File: src/rtl/loader_pkg.sv
// loader_pkg: state encoding and framing constants
// shared by the instruction-memory boot loader.
package loader_pkg;

   typedef enum logic [2:0] {
      S_LEN_HI = 3'd0,
      S_LEN_LO = 3'd1,
      S_DATA   = 3'd2,
      S_CSUM   = 3'd3,
      S_DONE   = 3'd4,
      S_ERROR  = 3'd5
   } state_t;

   localparam int BYTES_PER_WORD = 4;
   localparam int HDR_LEN        = 2;

endpackage

File: src/rtl/word_assembler.sv
// word_assembler: shifts stream bytes in MSB-first and
// flags the byte that completes a 32-bit word.
module word_assembler
   import loader_pkg::*;
(
   input  logic        clk,
   input  logic        reset,
   input  logic        clr_i,
   input  logic        push_i,
   input  logic [7:0]  byte_i,
   output logic        last_o,
   output logic [31:0] word_o
);

   logic [1:0]  cnt_q, cnt_d;
   logic [23:0] sh_q, sh_d;

   assign last_o = push_i &&
                   (cnt_q == 2'(BYTES_PER_WORD - 1));
   assign word_o = {sh_q, byte_i};

   // next byte position and partial word
   always_comb begin
      cnt_d = cnt_q;
      sh_d  = sh_q;
      if (clr_i) begin
         cnt_d = '0;
         sh_d  = '0;
      end else if (push_i) begin
         cnt_d = cnt_q + 2'd1;
         sh_d  = {sh_q[15:0], byte_i};
      end
   end

   // byte counter and shift register
   always_ff @(posedge clk or negedge reset) begin
      if (!reset) begin
         cnt_q <= '0;
         sh_q  <= '0;
      end else begin
         cnt_q <= cnt_d;
         sh_q  <= sh_d;
      end
   end

endmodule

File: src/rtl/imem_loader.sv
// imem_loader: parses a length/data/checksum byte frame,
// writes words to instruction memory, gates core reset.
module imem_loader
   import loader_pkg::*;
#(
   parameter int ADDR_W = 8
)
(
   input  logic              clk,
   input  logic              reset,
   input  logic [7:0]        in_data,
   input  logic              in_valid,
   output logic              in_ready,
   input  logic              restart,
   output logic              wr_en,
   output logic [ADDR_W-1:0] wr_addr,
   output logic [31:0]       wr_data,
   output logic              cpu_reset,
   output logic              done,
   output logic              error
);

   localparam int DEPTH = 2 ** ADDR_W;
   localparam int CW    = ADDR_W + 1;

   state_t        state_q;
   logic [7:0]    len_hi_q;
   logic [7:0]    xor_q;
   logic [CW-1:0] nwords_q;
   logic [CW-1:0] wcnt_q;

   logic          acc;
   logic          push;
   logic          restart_go;
   logic          last;
   logic [31:0]   word;
   logic [15:0]   n_len;
   logic [CW-1:0] wcnt_inc;

   assign in_ready = (state_q == S_LEN_HI) ||
                     (state_q == S_LEN_LO) ||
                     (state_q == S_DATA)   ||
                     (state_q == S_CSUM);

   assign acc        = in_valid & in_ready;
   assign push       = acc && (state_q == S_DATA);
   assign restart_go = restart &&
                       ((state_q == S_DONE) ||
                        (state_q == S_ERROR));
   assign n_len      = {len_hi_q, in_data};
   assign wcnt_inc   = wcnt_q + CW'(1);

   word_assembler u_asm (
      .clk    (clk),
      .reset  (reset),
      .clr_i  (restart_go),
      .push_i (push),
      .byte_i (in_data),
      .last_o (last),
      .word_o (word)
   );

   // frame FSM with counters, checksum and registered outputs
   always_ff @(posedge clk or negedge reset) begin
      if (!reset) begin
         state_q   <= S_LEN_HI;
         len_hi_q  <= '0;
         xor_q     <= '0;
         nwords_q  <= '0;
         wcnt_q    <= '0;
         wr_en     <= 1'b0;
         wr_addr   <= '0;
         wr_data   <= '0;
         cpu_reset <= 1'b1;
         done      <= 1'b0;
         error     <= 1'b0;
      end else begin
         wr_en <= 1'b0;
         unique case (state_q)
            S_LEN_HI: begin
               if (acc) begin
                  len_hi_q <= in_data;
                  xor_q    <= xor_q ^ in_data;
                  state_q  <= S_LEN_LO;
               end
            end
            S_LEN_LO: begin
               if (acc) begin
                  xor_q    <= xor_q ^ in_data;
                  nwords_q <= CW'(n_len);
                  if (32'(n_len) > DEPTH) begin
                     state_q <= S_ERROR;
                     error   <= 1'b1;
                  end else if (n_len == 16'd0) begin
                     state_q <= S_CSUM;
                  end else begin
                     state_q <= S_DATA;
                  end
               end
            end
            S_DATA: begin
               if (acc) begin
                  xor_q <= xor_q ^ in_data;
                  if (last) begin
                     wr_en   <= 1'b1;
                     wr_addr <= wcnt_q[ADDR_W-1:0];
                     wr_data <= word;
                     wcnt_q  <= wcnt_inc;
                     if (wcnt_inc == nwords_q) begin
                        state_q <= S_CSUM;
                     end
                  end
               end
            end
            S_CSUM: begin
               if (acc) begin
                  if (in_data == xor_q) begin
                     state_q <= S_DONE;
                     done    <= 1'b1;
                  end else begin
                     state_q <= S_ERROR;
                     error   <= 1'b1;
                  end
               end
            end
            S_DONE, S_ERROR: begin
               if (restart) begin
                  state_q   <= S_LEN_HI;
                  len_hi_q  <= '0;
                  xor_q     <= '0;
                  nwords_q  <= '0;
                  wcnt_q    <= '0;
                  cpu_reset <= 1'b1;
                  done      <= 1'b0;
                  error     <= 1'b0;
               end else if (state_q == S_DONE) begin
                  cpu_reset <= 1'b0;
               end
            end
            default: begin
               state_q <= S_LEN_HI;
            end
         endcase
      end
   end

endmodule

File: config.mk
export PLATFORM = sky130hd
export DESIGN_NAME = imem_loader
export DESIGN_NICKNAME = d
export VERILOG_FILES = /design/src/rtl/loader_pkg.sv /design/src/rtl/word_assembler.sv /design/src/rtl/imem_loader.sv
export SDC_FILE = /design/constraint.sdc
export NUM_CORES = 1
export LEC_CHECK = 0
export CAP_MARGIN = 20
export CORE_UTILIZATION = 50
export CTS_BUF_LIST = sky130_fd_sc_hd__clkbuf_4 sky130_fd_sc_hd__clkbuf_8
export CTS_CLUSTER_DIAMETER = 120
export DETAILED_ROUTE_END_ITERATION = 10
export MAX_ROUTING_LAYER = met4
export PLACE_DENSITY = 0.82
export SLEW_MARGIN = 25
export SYNTH_ARGS = -nofsm -noshare
export SYNTH_HDL_FRONTEND = slang
export SYNTH_HIERARCHICAL = 1
export SYNTH_SLANG_ARGS = --single-unit
File: constraint.sdc
create_clock -name clk -period 2.9 [get_ports clk]
set_clock_uncertainty 0.15 [all_clocks]
set_input_delay 0.29 -clock clk [delete_from_list [all_inputs] [get_ports clk]]
set_output_delay 0.29 -clock clk [all_outputs]
set_load 0.005 [all_outputs]
==> results by stage <==
Outcome:
- The flow ran to the end, and the final reports show no timing, DRC or antenna violations.

Timing:
- For the final routed database, the setup TNS stands at 0 ps.
- The highest clock rate is 442 MHz.
- The slew at the pin closest to its max-slew limit is 642 ps.
- The total of endpoints with negative setup slack in the final report is 0.
- The count of final hold-check violations is 0.
- The share of the clock period used by the worst path is 78.1%.
- Setup repair after global routing left no endpoint under its margin.
- The shortest period the worst path allows is 2260 ps.
- Across all setup checks in the final design, the least slack found is 635 ps.
- The final count of pins violating max slew is 0.
- The worst max-slew margin expressed relative to the limit is 57.2%.

Clocking:
- The cell sitting at the root of the clock tree is a sky130_fd_sc_hd__clkbuf_8.
- The count of hold buffers inserted by post-cts repair is 1.
- The number of H-tree levels is 3.
- The number of sinks on the clock net is 107.
- The clock network latency to the later pin of the worst-skew pair is 370 ps.
- The clock-pin slew of the registers on the worst-case setup and hold paths is 100 ps.
- The TritonCTS clock tree is done.
- The count of cells resized by post-cts repair is 0.
- The maximum clock insertion buffer count is 2.
- The TritonCTS buffer count is 9.
- After clock tree synthesis, the setup repair step added 0 buffers.

Die:
- From bottom edge to top edge, the die measures 101 µm.
- The initial core utilization is 52.3%.
- The site row count is 35.
- The top-level port count is 57.
- The region available for standard cell placement spans 9330 µm².
- The die area is 10200 µm².
- The die width is 101 µm.

Synth:
- The complex-gate fraction of the synthesized area is 8.90%.
- After synthesis, the largest area contributor takes up 54.3% of total cell area.
- Synthesis handed over a netlist of 522 instances.
- The count of synthesis-stage warnings from yosys is 6.
- The biggest area contributor in the post-synthesis netlist is sky130_fd_sc_hd__dfrtp_1.
- The xor and xnor fraction of the mapped netlist area is 4.31%.
- After synthesis, the mean cell area works out to 9.35 µm².
- The number of distinct library cells after synthesis is 52.
- The post-synthesis share of cell area spent on and, or, nand and nor gates is 21.2%.
- Sequential cells were found to cover 54.9% of the synthesized design area.
- For this run, asynchronously set or reset flops after synthesis account for 100%.
- Summing the areas of all fa, ha and maj instances in the mapped netlist gives 0.513% of the synthesized area.
- The net count after synthesis is 536.
- The cell area after technology mapping is 4880 µm².
- The number of synthesized flops with an enable pin is 0.
- In the synthesized netlist the dominant register cell turns out to be sky130_fd_sc_hd__dfrtp_1.
- In the synthesized netlist, the cells that appear most often are sky130_fd_sc_hd__nand2_1, sky130_fd_sc_hd__dfrtp_1, sky130_fd_sc_hd__nor2_1.
- By area, the combinational part of the netlist is dominated by simple AND/OR/NAND/NOR gates.
- Ranked by total cell area, the synthesized netlist is headed by sky130_fd_sc_hd__dfrtp_1, sky130_fd_sc_hd__nand2_1, sky130_fd_sc_hd__mux2i_1.
- The most common cell in the synthesized netlist is sky130_fd_sc_hd__nand2_1.
- The number of synthesized register bits is 107.
- Multiplexer cells account for 5.13% of the synthesized area.

Critical path:
- STA puts the critical path data required time at 3030 ps.
- The kind of end point of the critical path is a flip-flop.
- Of all nets on the critical path, the largest fanout is 12.
- The length in cells of the worst reg-to-reg path is 5.
- The worst path arrival time is 2390 ps.
- The classification of the worst setup path is flip-flop to flip-flop.
- The kind of start point of the critical path is a flip-flop.

Placement:
- After legalization and detailed placement, the total HPWL measured 7280 µm.
- The post-placement cell count is 683.
- The post-placement setup slack is 433 ps.
- The global placer's final weighted congestion is 0.864.
- Input and output buffers added on the ports amount to 56.

Routing:
- The detail route stage leaves a number of antenna-violating nets equal to 0.
- The routed design has 10600 µm of wire.
- In the routed design, unresolved DRC markers number 0.
- In the final routed layout, each cell accounts on average for 15.2 µm.
- The vias after detailed routing is 3791.
- The initial detailed-routing violation count is 229.
- The total iterations of the first detailed-routing run is 6.
- The per-cell via count in the routed design is 5.42.

Cells and area:
- Counting the fill cells in the layout gives 786.
- The final non-filler cell total is 700.
- The ratio of cells with drive above 1 in the final layout is 6.65%.
- The number of inserted diodes is 0.
- The synthesis-to-layout area growth is 16.2%.
- The number of nets in the final layout is 580.

Worst hold path:
- The kind of path behind the tightest hold check is flip-flop to flip-flop.
- Counting instances, the worst hold path has a depth of 2.

Power and ir drop:
- The worst voltage drop across the vdd grid is 0.495 mV.
- For this design the static power due to leakage is 2.70 nW.
- Power comes to 3.70 mW.
- In this run the power density over the cells is 652 nW/µm².

Global routing:
- The via count of the first global-routing pass came to 3719.
- Global routing finished with a remaining overflow of 0.
- The first-pass GRT wire length is 17900 µm.
- Entering global routing, the biggest net connects 59 pins.
- Global routing used 23.5% of the available tracks.
- The initial antenna violation count came to 0.

Flow run:
- The tool flagged a number of max-cap violations equal to 0.
[worst paths after layout]
| check | startpoint | endpoint | slack (ps) |
|---|---|---|---|
| worst max-delay path | state_q[1]$_DFFE_PN0P_ | xor_q[5]$_DFFE_PN0P_ | 640 |
| worst min-delay path | u_asm/sh_q[23]$_DFFE_PN0P_ | wr_data[31]$_DFFE_PN0P_ | 320 |
| worst max register to register | state_q[1]$_DFFE_PN0P_ | xor_q[5]$_DFFE_PN0P_ | 640 |
| worst min register to register | u_asm/sh_q[23]$_DFFE_PN0P_ | wr_data[31]$_DFFE_PN0P_ | 320 |
| max in group asynchronous | reset | wr_data[1]$_DFFE_PN0P_ | 1520 |
| min in group asynchronous | reset | wr_data[2]$_DFFE_PN0P_ | 350 |
[power breakdown]
part | leakage (nW) | internal, mW | switching, mW
clock | 0.103 | 0.443 | 0.478
combinational | 1.14 | 0.349 | 0.541
sequential | 1.46 | 1.69 | 0.198
[layer usage]
| layer | wire length, µm | vias to the layer above | part of all wire [%] | track usage [%] |
|---|---|---|---|---|
| met1 | 4940 | 1848 | 46 | 32.1 |
| met5 | 0 | - | 0 | - |
| li1 | - | 1794 | - | - |
| met3 | 516 | 17 | 4.9 | 3.81 |
| met4 | 183 | 0 | 1.7 | 10.7 |
| met2 | 4990 | 132 | 47 | 34.6 |
[per-stage QoR]
step | hold slack, ps | utilization, % | area, µm²
after floorplan | -156 | - | 4880
after global placement | 209 | 58.5 | 5460
after detailed placement | 217 | 58.5 | 5460
after CTS | 324 | 60.8 | 5670
after global routing | 354 | 60.8 | 5670
final | 317 | 60.8 | 5670
[cell usage in the layout, fill, tap and decap left out, drive strengths merged, types with 3 or more instances in the layout]
cell           synthesis  final
a21oi                  5      5
a31oi                  3      3
buf                   27     10
clkbuf                 6     12
clkdlybuf4s50          0     55
dfrtp                106    106
inv                    7      7
mux2i                 25     25
nand2                170    170
nand3                  8      8
nor2                  50     50
nor3                   3      3
nor4                   5      5
o21ai                 51     51
xnor2                  9      9
xor2                  15     15
[cell type report]
class                           instances  area (µm²)  area share (%)
Clock inverter                          4        51.3           0.904
Multi-Input combinational cell        375        1950            34.4
Tap cell                              129         161            2.85
Clock buffer                           12         153            2.69
Inverter                                7        26.3           0.463
Sequential cell                       107        2680            47.2
Timing Repair Buffer                   66         648            11.4
[cell families after synthesis]
kind of cell / after synthesis
flip-flops: 107
adder cells (fa/ha/maj): 2
multiplexers: 25
AO/OA/AOI/OAI: 74
AND/OR/NAND/NOR: 250
buffers and inverters: 40
XOR/XNOR: 24
[critical path: stages (launching register included)]
cell and delay [ps]:
sky130_fd_sc_hd__dfrtp_1 580, sky130_fd_sc_hd__nand2b_1 530, sky130_fd_sc_hd__o221ai_2 320, sky130_fd_sc_hd__nor2_2 330, sky130_fd_sc_hd__nand2_1 80, sky130_fd_sc_hd__o21ai_0 180
[flip-flops by register name (all words and copies together) (netlist names), 2 cells and up]
register and cells:
u_asm/cnt_q 2, len_hi_q 8, wr_data 32, nwords_q 9
state_q 3, xor_q 8, wcnt_q 9, wr_addr 8
u_asm/sh_q 24
No activity file was read; power rests on OpenSTA's default activity.
